$ cat src/rtl/seg_scan_ctrl.sv
// rtl/seg_scan_ctrl.sv - multiplexed 7-segment scan controller with dimming, blink and double-buffered updates
//
// Ports:
//   clk, rst_n         : clock, asynchronous active-low reset
//   data_bcd, dp,
//   blink_en, load     : display contents, captured into staging on load
//   lz_blank, bright   : leading-zero blanking and brightness, sampled live
//   sel, seg           : active-low digit select and segments (.gfedcba)
//   pending            : staged data is waiting for the frame boundary
//   frame_tick         : one-cycle pulse at the start of each frame

module seg_scan_ctrl #(
    parameter int DIGITS       = 6,
    parameter int SLOT_CYCLES  = 50000,
    parameter int BLANK_CYCLES = 500,
    parameter int BLINK_FRAMES = 250
) (
    input  logic                  clk,
    input  logic                  rst_n,
    input  logic [4*DIGITS-1:0]   data_bcd,
    input  logic [DIGITS-1:0]     dp,
    input  logic [DIGITS-1:0]     blink_en,
    input  logic                  load,
    input  logic                  lz_blank,
    input  logic [3:0]            bright,
    output logic [DIGITS-1:0]     sel,
    output logic [7:0]            seg,
    output logic                  pending,
    output logic                  frame_tick
);

    localparam int IDX_W = (DIGITS > 1) ? $clog2(DIGITS) : 1;
    localparam int CNT_W = (SLOT_CYCLES > 1) ? $clog2(SLOT_CYCLES) : 1;
    localparam int FRM_W = (BLINK_FRAMES > 1) ? $clog2(BLINK_FRAMES) : 1;
    localparam int STEP  = (SLOT_CYCLES - BLANK_CYCLES) / 16;

    localparam logic [IDX_W-1:0] IDX_LAST = IDX_W'(DIGITS - 1);
    localparam logic [CNT_W-1:0] CNT_LAST = CNT_W'(SLOT_CYCLES - 1);
    localparam logic [FRM_W-1:0] FRM_LAST = FRM_W'(BLINK_FRAMES - 1);

    logic [IDX_W-1:0]    idx;
    logic [CNT_W-1:0]    cnt;
    logic [FRM_W-1:0]    frame_cnt;
    logic                blink_phase;

    logic [4*DIGITS-1:0] stg_data, act_data;
    logic [DIGITS-1:0]   stg_dp, act_dp;
    logic [DIGITS-1:0]   stg_blink, act_blink;

    logic                apply_edge;
    logic [31:0]         cnt_ext;
    logic [31:0]         win_end;
    logic                in_window;

    logic [3:0]          nib;
    logic                cur_dp;
    logic                cur_blink;
    logic                cur_blank;
    logic                zero_run;
    logic                digit_on;
    logic [DIGITS-1:0]   sel_next;
    logic [7:0]          seg_next;

    function automatic logic [6:0] glyph(input logic [3:0] n);
        case (n)
            4'h0:    glyph = 7'h40;
            4'h1:    glyph = 7'h79;
            4'h2:    glyph = 7'h24;
            4'h3:    glyph = 7'h30;
            4'h4:    glyph = 7'h19;
            4'h5:    glyph = 7'h12;
            4'h6:    glyph = 7'h02;
            4'h7:    glyph = 7'h78;
            4'h8:    glyph = 7'h00;
            4'h9:    glyph = 7'h10;
            4'hA:    glyph = 7'h08;
            4'hB:    glyph = 7'h03;
            4'hC:    glyph = 7'h46;
            4'hD:    glyph = 7'h21;
            4'hE:    glyph = 7'h06;
            default: glyph = 7'h0E;
        endcase
    endfunction

    // Last clock of the last slot: the only point where staged data may go live.
    assign apply_edge = (idx == IDX_LAST) && (cnt == CNT_LAST);

    // On-window length scales with brightness; done in 32 bits so the end
    // point may equal SLOT_CYCLES without overflowing the counter width.
    assign cnt_ext   = 32'(cnt);
    assign win_end   = 32'(BLANK_CYCLES) + (32'(bright) + 32'd1) * 32'(STEP);
    assign in_window = (cnt_ext >= 32'(BLANK_CYCLES)) && (cnt_ext < win_end);

    // Walk digits from the most significant down; zero_run stays set while
    // every nibble seen so far (this one and all higher) is zero.
    always_comb begin
        nib       = 4'h0;
        cur_dp    = 1'b0;
        cur_blink = 1'b0;
        cur_blank = 1'b0;
        zero_run  = 1'b1;
        for (int i = DIGITS - 1; i >= 0; i--) begin
            zero_run = zero_run && (act_data[4*i +: 4] == 4'h0);
            if (idx == IDX_W'(i)) begin
                nib       = act_data[4*i +: 4];
                cur_dp    = act_dp[i];
                cur_blink = act_blink[i];
                cur_blank = lz_blank && zero_run && (i != 0);
            end
        end
    end

    assign digit_on = in_window && !(blink_phase && cur_blink);

    always_comb begin
        sel_next = '1;
        for (int i = 0; i < DIGITS; i++) begin
            if (digit_on && (idx == IDX_W'(i))) begin
                sel_next[i] = 1'b0;
            end
        end
        seg_next = 8'hFF;
        if (digit_on) begin
            seg_next = {~cur_dp, cur_blank ? 7'h7F : glyph(nib)};
        end
    end

    // Scan position
    always_ff @(posedge clk or negedge rst_n) begin
        if (!rst_n) begin
            idx <= '0;
            cnt <= '0;
        end else if (cnt == CNT_LAST) begin
            cnt <= '0;
            idx <= (idx == IDX_LAST) ? '0 : idx + IDX_W'(1);
        end else begin
            cnt <= cnt + CNT_W'(1);
        end
    end

    // Registered pin drive
    always_ff @(posedge clk or negedge rst_n) begin
        if (!rst_n) begin
            sel        <= '1;
            seg        <= 8'hFF;
            frame_tick <= 1'b0;
        end else begin
            sel        <= sel_next;
            seg        <= seg_next;
            frame_tick <= (idx == '0) && (cnt == '0);
        end
    end

    // Double buffer: staging always takes a load; active only changes at the
    // frame boundary, and a load on that same edge stays pending.
    always_ff @(posedge clk or negedge rst_n) begin
        if (!rst_n) begin
            stg_data  <= '0;
            stg_dp    <= '0;
            stg_blink <= '0;
            act_data  <= '0;
            act_dp    <= '0;
            act_blink <= '0;
            pending   <= 1'b0;
        end else begin
            if (load) begin
                stg_data  <= data_bcd;
                stg_dp    <= dp;
                stg_blink <= blink_en;
            end
            if (apply_edge) begin
                act_data  <= stg_data;
                act_dp    <= stg_dp;
                act_blink <= stg_blink;
                pending   <= load;
            end else if (load) begin
                pending   <= 1'b1;
            end
        end
    end

    // Blink timing counts completed frames
    always_ff @(posedge clk or negedge rst_n) begin
        if (!rst_n) begin
            frame_cnt   <= '0;
            blink_phase <= 1'b0;
        end else if (apply_edge) begin
            if (frame_cnt == FRM_LAST) begin
                frame_cnt   <= '0;
                blink_phase <= ~blink_phase;
            end else begin
                frame_cnt   <= frame_cnt + FRM_W'(1);
            end
        end
    end

endmodule
$ cat config.mk
export PLATFORM = sky130hd
export DESIGN_NAME = seg_scan_ctrl
export DESIGN_NICKNAME = d
export VERILOG_FILES = /design/src/rtl/seg_scan_ctrl.sv
export SDC_FILE = /design/constraint.sdc
export NUM_CORES = 1
export LEC_CHECK = 0
export CORE_MARGIN = 4
export CORE_UTILIZATION = 46
export CTS_CLUSTER_SIZE = 40
export DETAILED_ROUTE_END_ITERATION = 6
export HOLD_SLACK_MARGIN = 0.02
export PLACE_DENSITY_LB_ADDON = 0.1
export SYNTH_ARGS = -nofsm -noshare
export SYNTH_HDL_FRONTEND = slang
export SYNTH_SLANG_ARGS = --single-unit
$ cat constraint.sdc
create_clock -name clk -period 5 [get_ports clk]
set_input_delay 1.5 -clock clk [delete_from_list [all_inputs] [get_ports clk]]
set_output_delay 1.5 -clock clk [all_outputs]
set_load 0.01 [all_outputs]
Yosys cells after proc, flatten, opt, wreduce, memory -nomap -nowiden --
Memories as Yosys holds them, arrays and structs flattened. Cells that the tools add are included.
Word-level totals: bits in registers 116, memory bits (read-only) 112, input port bits 44, output and inout port bits 16, memories 1
Cells by class: add/subtract/negate cells 5, $mul 1, $lt $le $gt $ge 2, equality and inequality tests 7, muxes and demuxes 37, bitwise logic cells 2, reduce and logical (&&, ||, !) cells 30
Memory list:
- (name not given) | words 16, bits a word 7, read ports 1, clocked after memory_dff 0, write ports 0, line 65 | case (n)
Operator list (number):
- 1-bit two-way mux | 26
- 4-bit two-way mux | 6
- 1-bit logical AND | 20
- 4-bit zero test | 5
- 9-bit by 17-bit adder with 18-bit output, first input constant | 1
- 16-bit by 18-bit less-than comparator with 1-bit output | 1
- 5-bit by 12-bit multiplier with 17-bit output, second input constant | 1
- 16-bit by 1-bit adder with 16-bit output, second input constant | 1
- 16-bit == test, second input constant | 1
- 16-bit by 9-bit >= comparator with 1-bit output, second input constant | 1
- 16-bit zero test | 1
- 16-bit two-way mux | 1
- 8-bit two-way mux | 2
- 8-bit by 1-bit adder with 8-bit output, second input constant | 1
- 8-bit == test, second input constant | 1
- 7-bit two-way mux | 1
- 3-bit by 2-bit == test with 1-bit output, second input constant | 2
- 3-bit == test, second input constant | 2
- 4-bit by 1-bit adder with 5-bit output, second input constant | 1
- 3-bit by 1-bit adder with 3-bit output, second input constant | 1
- 3-bit by 1-bit == test with 1-bit output, second input constant | 1
- 3-bit zero test | 1
- 3-bit two-way mux | 1
- 1-bit inverter | 2
- other kinds (3) | 3

Logic depth before layout (Yosys ltp) --
word-level depth 12, depth in mapped cells 24

Worst setup path after synthesis --
No wires, ideal clock.
kind in2reg, from input port bright[0], to register sel[5], library setup time 0.101 ns, arrival time 6.010 ns, required time 4.899 ns, slack -1.112 ns, stages 23, buffers on the path 3, cell sequence buf_2 > nand3_1 > xnor2_1 > fa_1 > inv_1 > fa_1 > ha_1 > a211o_1 > a21oi_1 > o21bai_1 > a211oi_1 > a21oi_1 > xnor2_1 > ha_1 > a21oi_1 > nor2_1 > a2111oi_0 > o21bai_1 > a21oi_1 > or4_1 > clkbuf_1 > buf_6 > nand4_1
Between the ends: longest elaborated chain between the ends 8
Ends and longest elaborated chain:
- start, declared | line 25 | input logic [3:0] bright,
- 4-bit by 1-bit adder with 5-bit output | line 91 | assign win_end = 32'(BLANK_CYCLES) + (32'(bright) + 32'd1) * 32'(STEP);
- 5-bit by 12-bit multiplier with 17-bit output | line 91
- 9-bit by 17-bit adder with 18-bit output | line 91
- 16-bit by 18-bit less-than comparator with 1-bit output | line 92 | assign in_window = (cnt_ext >= 32'(BLANK_CYCLES)) && (cnt_ext < win_end);
- 1-bit logical AND | line 92
- 1-bit logical AND | line 113 | assign digit_on = in_window && !(blink_phase && cur_blink);
- 1-bit logical AND | line 118 | if (digit_on && (idx == IDX_W'(i))) begin
- 1-bit two-way mux | line 118
- net sel_next[5] | line 61 | logic [DIGITS-1:0] sel_next;
- end signal, assigned | line 148 | sel <= sel_next;
- end, declared | line 26 | output logic [DIGITS-1:0] sel,
The timed path passes the listed nets, and every way through them passes these cells. A chain may end at the register's enable or synchronous reset.

Worst setup path after layout --
from input port bright[0], to register sel[2]
The elaborated chain is that of the path after synthesis.

==> flow_summary.yaml <==
status:
  status: "complete, but fails checks"
  violations: "setup timing"
layout:
  diodes: 0
  most-common-layout-cells: "nand2_1 (134), dfrtp_1 (102), buf_4 (54)"
  drive_gt1_share_pct: 24.39
  nets: 873
  final_util_pct: 60.74
  area_growth_pct: 29.40
  nFillCells: 1204
  fin_cells: 963
  final_common_cell: "nand2_1"
setup_path:
  slowest_delay_ns: 0.55
  path_cells: "buf_8 -> buf_6 -> inv_6 -> ha_4 -> inv_4 -> fa_1 -> inv_2 -> fa_1 -> ha_1 -> a211o_1 -> a21oi_2 -> o21bai_2 -> nand4_1 -> a21oi_2 -> xnor2_1 -> ha_1 -> nand2_2 -> nor2_4 -> a2111oi_4 -> o21bai_1 -> a21oi_1 -> or4_4 -> buf_6 -> nand4_1"
  cp_num_buf_inv: 6
  crit_slowest_cell: "fa_1"
  cp_data_required_time_ns: 5.35
  worst_r2r_path_depth: 8
  critPathMaxFanout: 6
  cp.depth: 24
  critPathCaptureType: "flip-flop"
  setup.worst_path.class: "primary input to flip-flop"
  critPathTopFamily: "adder cells"
  cp.arrival_ns: 5.73
  cp-start-kind: "primary input"
clock_network:
  clock-sinks: 116
  clockBufferDepth: 2
  cts_made_buffers: 17
  root_buffer: "clkbuf_16"
  cts_tree: "done"
  cts_max_level: 4
  cts.clk_slew.worst_paths_ns: 0.05
  clk_latency_ns: 0.41
job:
  drv_cap: 0
place:
  routabilityCongestion: 0.8761
  placement.io_buffers: 59
  hpwl_um: 10630
  placedCellCount: 923
sta:
  finalSetupViolCount: 14
  fmax_ghz: 0.1858
  period_share_pct: 107.6
  relSlewSlack_pct: 32.68
  skew_ns: 0.006109
  rsz0062_at_grt: "yes"
  fin_crit_ns: 5.382
  tightestPinTransition_ns: 1.010
  drv_slew: 0
  fin_tns_setup_ns: -4.942
  hold_viol: 0
  setup_slack_ns: -0.3816
synth:
  yosysWarnings: 0
  ys_types: 59
  postSynth.asyncResetShare_pct: 100.0
  ys_ff_latch: 116
  synth_area_sq_um: 6516
  yosysSeqAreaShare_pct: 44.82
  syn_inst: 658
  syn_avg_cell_area_sq_um: 9.903
  synth_flop_cell: "dfrtp_1"
  synth_fp_nets: 761
  synth_edf_count: 0
global_route:
  grt_pass1_wl_um: 25390
  track_usage_pct: 19.51
  grt_pass1_vias: 5233
  use_met1_pct: 25.75
  grt_antenna_before_repair: 0
  grt_max_degree: 64
  grt_util_met2_pct: 30.95
  met3_usage_pct: 4.975
  top_usage_layer: "met2"
  overflow: 0
floorplanning:
  dieArea_sq_um: 16130
  io_pins: 60
  die_y_um: 127.0
  initial_core_util_pct: 46.94
  die_w_um: 127.0
  core_area_sq_um: 13880
  fp-row-count: 43
drt:
  drt-total-wl_um: 14540
  vias: 5018
  drc: 0
  routedWlPerCell_um: 15.10
  detailedRoute.firstIterationViolations: 211
  vias_per_cell: 5.211
  first_pass_iters: 5
  ant_nets: 0
power_and_ir_drop:
  power_density_nw_per_um2: 303.3
  leakage_nw: 3.884
  max-vdd-ir-drop_uv: 202.2
min_path:
  hp-class: "flip-flop to flip-flop"
  hold_path_depth: 2
==> where the power goes <==
part	internal (mW)	switching (mW)
clock network	0.729	0.408
registers	0.970	0.0158
logic	0.232	0.203
==> flip-flops by register name (all words and copies together) (netlist names) <==
signal       count
act_data        24
stg_data        24
cnt             16
frame_cnt        8
seg              8
act_blink        6
act_dp           6
sel              6
stg_blink        6
stg_dp           6
idx              3
blink_phase      1
frame_tick       1
pending          1
==> cell usage after synthesis, types with 2 or more instances <==
cell type / instances / share of area, %
mux2_2: 41 / 7.1
nor2_1: 37 / 2.1
xor2_1: 11 / 1.5
nand2b_1: 7 / 0.67
o31ai_2: 2 / 0.38
ha_1: 53 / 10
o22ai_1: 4 / 0.38
o211ai_1: 2 / 0.23
nor2b_1: 8 / 0.77
dfrtp_1: 102 / 39
nand4_1: 11 / 1.1
o31ai_1: 2 / 0.23
nor4_1: 7 / 0.67
buf_2: 12 / 0.92
fa_1: 6 / 1.8
dfstp_2: 14 / 5.6
nand2_1: 135 / 7.8
nand3_1: 23 / 1.8
a21o_1: 5 / 0.58
buf_6: 2 / 0.35
buf_1: 2 / 0.12
o21ai_1: 12 / 0.92
o21a_1: 4 / 0.46
a22oi_1: 4 / 0.46
and2_1: 6 / 0.58
clkbuf_1: 9 / 0.52
or3_1: 3 / 0.29
o21bai_1: 2 / 0.23
mux2i_1: 5 / 0.77
o21ai_0: 14 / 1.1
a221oi_1: 3 / 0.40
xnor2_1: 17 / 2.3
nor3_1: 8 / 0.61
inv_1: 29 / 1.7
a21oi_1: 20 / 1.5
and3_1: 6 / 0.58
a22o_1: 2 / 0.27
mux2_1: 3 / 0.52
a211oi_1: 4 / 0.46
or4_1: 2 / 0.23
==> routing by layer <==
layer,vias to the layer above,routed length [um]
met1,2405,6785
li1,2488,-
met5,-,0
met3,33,549
met2,92,6853
met4,0,351
==> cell families (layout without fill, tap and decap cells) <==
kind of cell    Yosys count  count (layout)  share of synthesized area [%]
fa+ha+maj                59              59                          12.02
simple gates            259             259                          18.11
compound gates           92              92                          9.236
mux                      49              49                          8.372
xor+xnor                 28              28                          3.763
flops                   116             116                          44.82
buf+inv                  55             180                          3.687
==> through the flow <==
stage / power (mW) / instance area, sq um / worst slack (ns) / hold WS [ns]
after floorplan: 1.224 / 6606 / -0.7046 / 0.4311
after global placement: 1.388 / 7657 / -1.471 / 0.4502
after detailed placement: 1.405 / 7657 / -1.543 / 0.4486
after CTS: 2.575 / 8396 / -0.5268 / 0.4606
after global routing: 2.689 / 8432 / -0.5943 / 0.4939
final: 2.557 / 8432 / -0.3816 / 0.4577
==> area by class of cell <==
cell class | instances | area, sq um | share of cell area, %
Clock buffer | 23 | 488.0 | 5.787
Tap cell | 180 | 225.2 | 2.671
Timing Repair Buffer | 119 | 1062 | 12.60
Sequential cell | 116 | 2920 | 34.63
Clock inverter | 9 | 77.57 | 0.9200
Multi-Input combinational cell | 487 | 3540 | 41.98
Inverter | 29 | 118.9 | 1.410
==> worst min-delay path, stage by stage (launching register included) <==
cell and delay [ns]:
dfrtp_1 0.33, nand2_1 0.05, nand2_1 0.05
==> path summary, 6_finish.rpt <==
check / to / slack (ns) / from
max: sel[2] / -0.38 / bright[0]
max reg2reg: seg[1] / 1.89 / idx[1]
max in group asynchronous: sel[3] / 2.90 / rst_n
min in group asynchronous: stg_data[1] / 1.16 / rst_n
min: act_dp[3] / 0.46 / act_dp[3]
min reg2reg: act_dp[3] / 0.46 / act_dp[3]
==> repair_timing <==
action | CTS | global route
pin swaps | 16 | 13
setup buffers | 9 | 2
setup endpoints to repair | 14 | 14
gates resized for setup | 41 | 16
gates cloned | 1 | 0
hold buffers | 0 | 0
Note: power is estimated with default switching activity, not from simulation.
